File: src/rtl/bus_rr.sv
// Round-robin multi-host / multi-device bus with one transaction in flight.
// Adds device grant, variable response latency, decode errors and a watchdog.
module bus_rr #(
  parameter int NrHosts       = 2,
  parameter int NrDevices     = 2,
  parameter int DataWidth     = 32,
  parameter int AddressWidth  = 32,
  parameter int TimeoutCycles = 16
) (
  input  logic                      clk_i,
  input  logic                      rst_i,
  input  logic [NrHosts-1:0]        host_req_i,
  output logic [NrHosts-1:0]        host_gnt_o,
  input  logic [AddressWidth-1:0]   host_addr_i [NrHosts],
  input  logic [NrHosts-1:0]        host_we_i,
  input  logic [DataWidth/8-1:0]    host_be_i [NrHosts],
  input  logic [DataWidth-1:0]      host_wdata_i [NrHosts],
  output logic [NrHosts-1:0]        host_rvalid_o,
  output logic [DataWidth-1:0]      host_rdata_o [NrHosts],
  output logic [NrHosts-1:0]        host_err_o,
  output logic [NrDevices-1:0]      device_req_o,
  input  logic [NrDevices-1:0]      device_gnt_i,
  output logic [AddressWidth-1:0]   device_addr_o [NrDevices],
  output logic [NrDevices-1:0]      device_we_o,
  output logic [DataWidth/8-1:0]    device_be_o [NrDevices],
  output logic [DataWidth-1:0]      device_wdata_o [NrDevices],
  input  logic [NrDevices-1:0]      device_rvalid_i,
  input  logic [DataWidth-1:0]      device_rdata_i [NrDevices],
  input  logic [NrDevices-1:0]      device_err_i,
  input  logic [AddressWidth-1:0]   cfg_device_addr_base [NrDevices],
  input  logic [AddressWidth-1:0]   cfg_device_addr_mask [NrDevices]
);

  localparam int HW = (NrHosts > 1) ? $clog2(NrHosts) : 1;
  localparam int DVW = (NrDevices > 1) ? $clog2(NrDevices) : 1;
  localparam int CW = (TimeoutCycles > 0) ? $clog2(TimeoutCycles + 1) : 1;

  typedef enum logic [1:0] {
    IDLE,
    WAIT_RESP,
    ERR_RESP
  } state_e;

  state_e           state_q, state_d;
  logic [HW-1:0]    rr_ptr;
  logic [HW-1:0]    host_q;
  logic [DVW-1:0]   dev_q;
  logic [CW-1:0]    cnt;

  logic             sel_found;
  logic [HW-1:0]    sel_host;
  logic             dec_hit;
  logic [DVW-1:0]   dec_dev;
  logic             timeout;
  logic [HW-1:0]    rr_next;

  // Pick the first requesting host at or after rr_ptr, wrapping around.
  always_comb begin
    int idx;
    idx       = 0;
    sel_found = 1'b0;
    sel_host  = '0;
    for (int i = 0; i < NrHosts; i++) begin
      idx = int'(rr_ptr) + i;
      if (idx >= NrHosts) idx = idx - NrHosts;
      if (!sel_found && host_req_i[idx]) begin
        sel_found = 1'b1;
        sel_host  = HW'(idx);
      end
    end
  end

  // Address decode of the selected host; the lowest matching device wins.
  always_comb begin
    dec_hit = 1'b0;
    dec_dev = '0;
    for (int d = NrDevices - 1; d >= 0; d--) begin
      if ((host_addr_i[sel_host] & cfg_device_addr_mask[d])
          == cfg_device_addr_base[d]) begin
        dec_hit = 1'b1;
        dec_dev = DVW'(d);
      end
    end
  end

  assign timeout = (TimeoutCycles > 0) &&
                   (cnt == CW'(TimeoutCycles - 1));
  assign rr_next = (sel_host == HW'(NrHosts - 1)) ?
                   '0 : sel_host + HW'(1);

  // Next state and all bus outputs; everything is held low while in reset.
  always_comb begin
    state_d       = state_q;
    host_gnt_o    = '0;
    host_rvalid_o = '0;
    host_err_o    = '0;
    device_req_o  = '0;
    device_we_o   = '0;
    for (int h = 0; h < NrHosts; h++) host_rdata_o[h] = '0;
    for (int d = 0; d < NrDevices; d++) begin
      device_addr_o[d]  = '0;
      device_be_o[d]    = '0;
      device_wdata_o[d] = '0;
    end
    if (!rst_i) begin
      unique case (state_q)
        IDLE: begin
          if (sel_found) begin
            if (dec_hit) begin
              device_req_o[dec_dev]   = 1'b1;
              device_addr_o[dec_dev]  = host_addr_i[sel_host];
              device_we_o[dec_dev]    = host_we_i[sel_host];
              device_be_o[dec_dev]    = host_be_i[sel_host];
              device_wdata_o[dec_dev] = host_wdata_i[sel_host];
              host_gnt_o[sel_host]    = device_gnt_i[dec_dev];
              if (device_gnt_i[dec_dev]) state_d = WAIT_RESP;
            end else begin
              host_gnt_o[sel_host] = 1'b1;
              state_d              = ERR_RESP;
            end
          end
        end
        WAIT_RESP: begin
          if (device_rvalid_i[dev_q]) begin
            host_rvalid_o[host_q] = 1'b1;
            host_rdata_o[host_q]  = device_rdata_i[dev_q];
            host_err_o[host_q]    = device_err_i[dev_q];
            state_d               = IDLE;
          end else if (timeout) begin
            host_rvalid_o[host_q] = 1'b1;
            host_err_o[host_q]    = 1'b1;
            state_d               = IDLE;
          end
        end
        ERR_RESP: begin
          host_rvalid_o[host_q] = 1'b1;
          host_err_o[host_q]    = 1'b1;
          state_d               = IDLE;
        end
        default: state_d = IDLE;
      endcase
    end
  end

  // State, round-robin pointer, latched host/device and saturating watchdog.
  always_ff @(posedge clk_i) begin
    if (rst_i) begin
      state_q <= IDLE;
      rr_ptr  <= '0;
      host_q  <= '0;
      dev_q   <= '0;
      cnt     <= '0;
    end else begin
      state_q <= state_d;
      if (|host_gnt_o) begin
        rr_ptr <= rr_next;
        host_q <= sel_host;
        dev_q  <= dec_dev;
        cnt    <= '0;
      end else if (state_q == WAIT_RESP && cnt != {CW{1'b1}}) begin
        cnt <= cnt + CW'(1);
      end
    end
  end

endmodule

File: config.mk
export PLATFORM = sky130hd
export DESIGN_NAME = bus_rr
export DESIGN_NICKNAME = d
export VERILOG_FILES = /design/src/rtl/bus_rr.sv
export SDC_FILE = /design/constraint.sdc
export NUM_CORES = 1
export LEC_CHECK = 0
export CAP_MARGIN = 10
export CORE_AREA = 2 2 216 218
export CTS_BUF_LIST = sky130_fd_sc_hd__clkbuf_4 sky130_fd_sc_hd__clkbuf_8
export DETAILED_ROUTE_END_ITERATION = 16
export DIE_AREA = 0 0 218 220
export SETUP_SLACK_MARGIN = 0.15
export SYNTH_ARGS = -nofsm -noshare
export SYNTH_HDL_FRONTEND = slang
export SYNTH_SLANG_ARGS = --single-unit
File: constraint.sdc
create_clock -name clk_i -period 4 [get_ports clk_i]
set_input_delay 0.4 -clock clk_i [delete_from_list [all_inputs] [get_ports clk_i]]
set_output_delay 0.4 -clock clk_i [all_outputs]
set_load 0.1 [all_outputs]
==> reports/results.tsv, run 1 <==
metric	value	unit
path_buf_inv	9	
post-route-drc-count	0	
synth-async-reset-ratio	0	
max_freq	0.2451	GHz
cp_top_family	simple AND/OR/NAND/NOR gates	
setup_slack	-80.77	ps
hold_violations	0	
dieWidth	218	µm
cp_cell_sequence	clkdlybuf4s15_2, nand2b_4, buf_6, buf_12, and3_1, buf_4, o211ai_1, nand4_1, or4_4, nor4_4, buf_4, nor2_4, nand2_4, buf_12, buf_12, nor2_4, buf_6, buf_12	
globalplace.congestion	0.9690	
postSynthCellCount	884	
routed_wl	40.48	mm
hp-class	flip-flop to flip-flop	
overflow	0	
cpPeakStageDelay	580	ps
path_clk_slew	50	ps
tightest_slew	646.1	ps
postLayoutCoreUtil	0.3260	
vias_per_cell	4.458	
cts_buffer_depth	2	
period_share	1.020	
critPathKind	primary input to output pin	
seq_area_frac_synth	0.03798	
grt_antenna_before_repair	14	
numClockSinks	10	
clk-insertion-delay-late	230	ps
grt_pass1_vias	9292	
power.density	83.00	nW/µm²
syn_area_per_cell	5.963	µm²
holdWs	510.8	ps
ant_nets	0	
io_pins	550	
status	finished, violations left	
rows	79	
hold_buffers	0	
finalNetCount	1856	
die-area	47960	µm²
cp-end-kind	output pin	
synth_fp_nets	1230	
max_slew_margin	0.5569	
p_leak	5.784	nW
start_kind	primary input	
ys_types	48	
arrival	3680	ps
yosysWarnings	0	
drive_above_1_share	0.3455	
setup-tns-final	-2232	ps
peakVddDrop	0.04621	mV
crit_slowest_cell	or4_4	
grt_setup_unrepaired	yes	
vias	9446	
cts-root-buf	clkbuf_8	
cp_max_fo	34	
nFillCells	4741	
setup_viol_count_final	63	
cts_made_buffers	3	
synth_edf_count	0	
core-area	45860	µm²
syn_area	5271	µm²
required	3600	ps
grt_use_total	0.1539	
seq_area	202.7	µm²
grt_max_degree	56	
dp_hpwl	33.40	mm
finalMaxSlewViolations	0	
post_drt_wl_per_cell	19.10	µm
cts_tree	done	
io_buffers	549	
maxCapViolCount	0	
fin_skew	0.9411	ps
ys_seq_elements	10	
grt_pass1_wl	56.58	mm
cts.htree.levels	1	
violations	negative setup slack	
die_y	220	µm
initialDrtViolationCount	496	
cpMostUsedCell	buf_12	
first_pass_iters	5	
start_util	0.1149	
area_growth	183.6	%
yosys_most_used_dff	dfxtp_1	
multi_input_area	5224	µm²
finalCriticalPeriod	4081	ps
-- final timing paths --
kind / start / to / slack [ps] / cells after the start
max: host_req_i[0] / device_addr_o[17] / -80 / 18
min: host_q / host_q / 510 / 2
max reg2reg: rr_ptr / rr_ptr / 450 / 15
min reg2reg: host_q / host_q / 510 / 2
-- layout make-up --
cell class                      count  share of cell area
Tap cell                          607             0.05080
Antenna cell                        4           0.0006695
Sequential cell                    10             0.01356
Inverter                           73             0.01833
Clock buffer                        3            0.002762
Timing Repair Buffer              686              0.5645
Multi-Input combinational cell    736              0.3494
-- report_power, final --
part / total, mW / leakage [nW] / switching [mW] / internal, mW
sequential: 0.105 / 0.0821 / 0.00193 / 0.103
clock: 0.104 / 0.0216 / 0.0379 / 0.0658
combinational: 1.03 / 5.68 / 0.481 / 0.551
-- registers in the layout, summed over array words and instances (netlist names) --
register / count
host_q: 1
cnt: 5
dev_q: 1
rr_ptr: 1
state_q: 2
-- what timing repair did --
action | 4_1_cts | 5_1_grt
cloned | 7 | 4
hold endpoints to repair | 0 | 0
pin swaps | 22 | 2
gates resized for setup | 217 | 14
setup endpoints to repair | 144 | 142
setup buffers | 4 | 1
-- layout by cell type, fill, tap and decap left out, types with 20 or more instances in the layout --
cell and n:
mux2i_1 70, buf_4 155, nand4_1 97, buf_12 173
inv_1 72, a21boi_0 20, nor2_2 63, clkdlybuf4s50_1 337
nor2_1 103, nor2_4 71, o211ai_1 128, and3_1 28
nand2_1 73
-- per-layer routing --
metal	GRT usage	routed length, µm	vias to the layer above
met5	0	22	-
met2	0.2781	20560	452
met3	0.03492	3372	62
met4	0.03129	847	4
li1	-	-	4453
met1	0.1851	15680	4475
-- stage by stage --
step / power [mW] / instances / area, µm² / worst slack (ps)
2_1_floorplan: 0.4473 / 884 / 5326 / -258.3
3_3_place_gp: 1.028 / 2096 / 13770 / -495.8
3_5_place_dp: 1.041 / 2096 / 13770 / -516.5
4_1_cts: 1.229 / 2110 / 14790 / -104.2
5_1_grt: 1.318 / 2116 / 14940 / -229.2
6_report: 1.241 / 2119 / 14950 / -80.77
-- synthesized netlist by cell type (3+ instances only) --
cell	instances	area, µm²
nor3b_1	3	22.52
a21boi_0	22	165.2
nand4_1	97	606.8
and3_1	33	206.5
nor3_1	6	30.03
dfxtp_1	10	200.2
a21boi_1	10	75.07
buf_2	20	100.1
inv_1	73	274.0
ha_1	6	75.07
or4_1	8	60.06
buf_1	3	11.26
and3_4	3	33.78
o211ai_1	128	960.9
nor2_1	237	889.6
clkbuf_1	26	97.59
mux2i_1	70	700.7
buf_4	9	67.56
buf_6	6	67.56
nor2b_1	5	31.28
nand2_1	75	281.5
-- worst min-delay path, cell delays in order (launching register included) --
cell and delay, ps:
dfxtp_1 340, nand2_1 70, o2bb2ai_1 60
-- cell families (layout without fill, tap and decap cells) --
group / after synthesis / in the layout / share of synthesized area
other cells: 0 / 4 / 0
flops: 10 / 10 / 0.03798
fa+ha+maj: 6 / 6 / 0.01424
xor+xnor: 3 / 3 / 0.004985
buf+inv: 138 / 762 / 0.1182
compound gates: 174 / 174 / 0.2502
simple gates: 481 / 481 / 0.4372
mux: 72 / 72 / 0.1372
(Power assumes the default switching activity.)
==> inputs of run 2 (changes only) <==
Settings changed: CAP_MARGIN 10 to default, CTS_BUF_LIST sky130_fd_sc_hd__clkbuf_4 sky130_fd_sc_hd__clkbuf_8 to sky130_fd_sc_hd__clkbuf_8.
==> results of run 2 <==
Same layout as run 1: the final DEF is identical, and so are final timing and power.
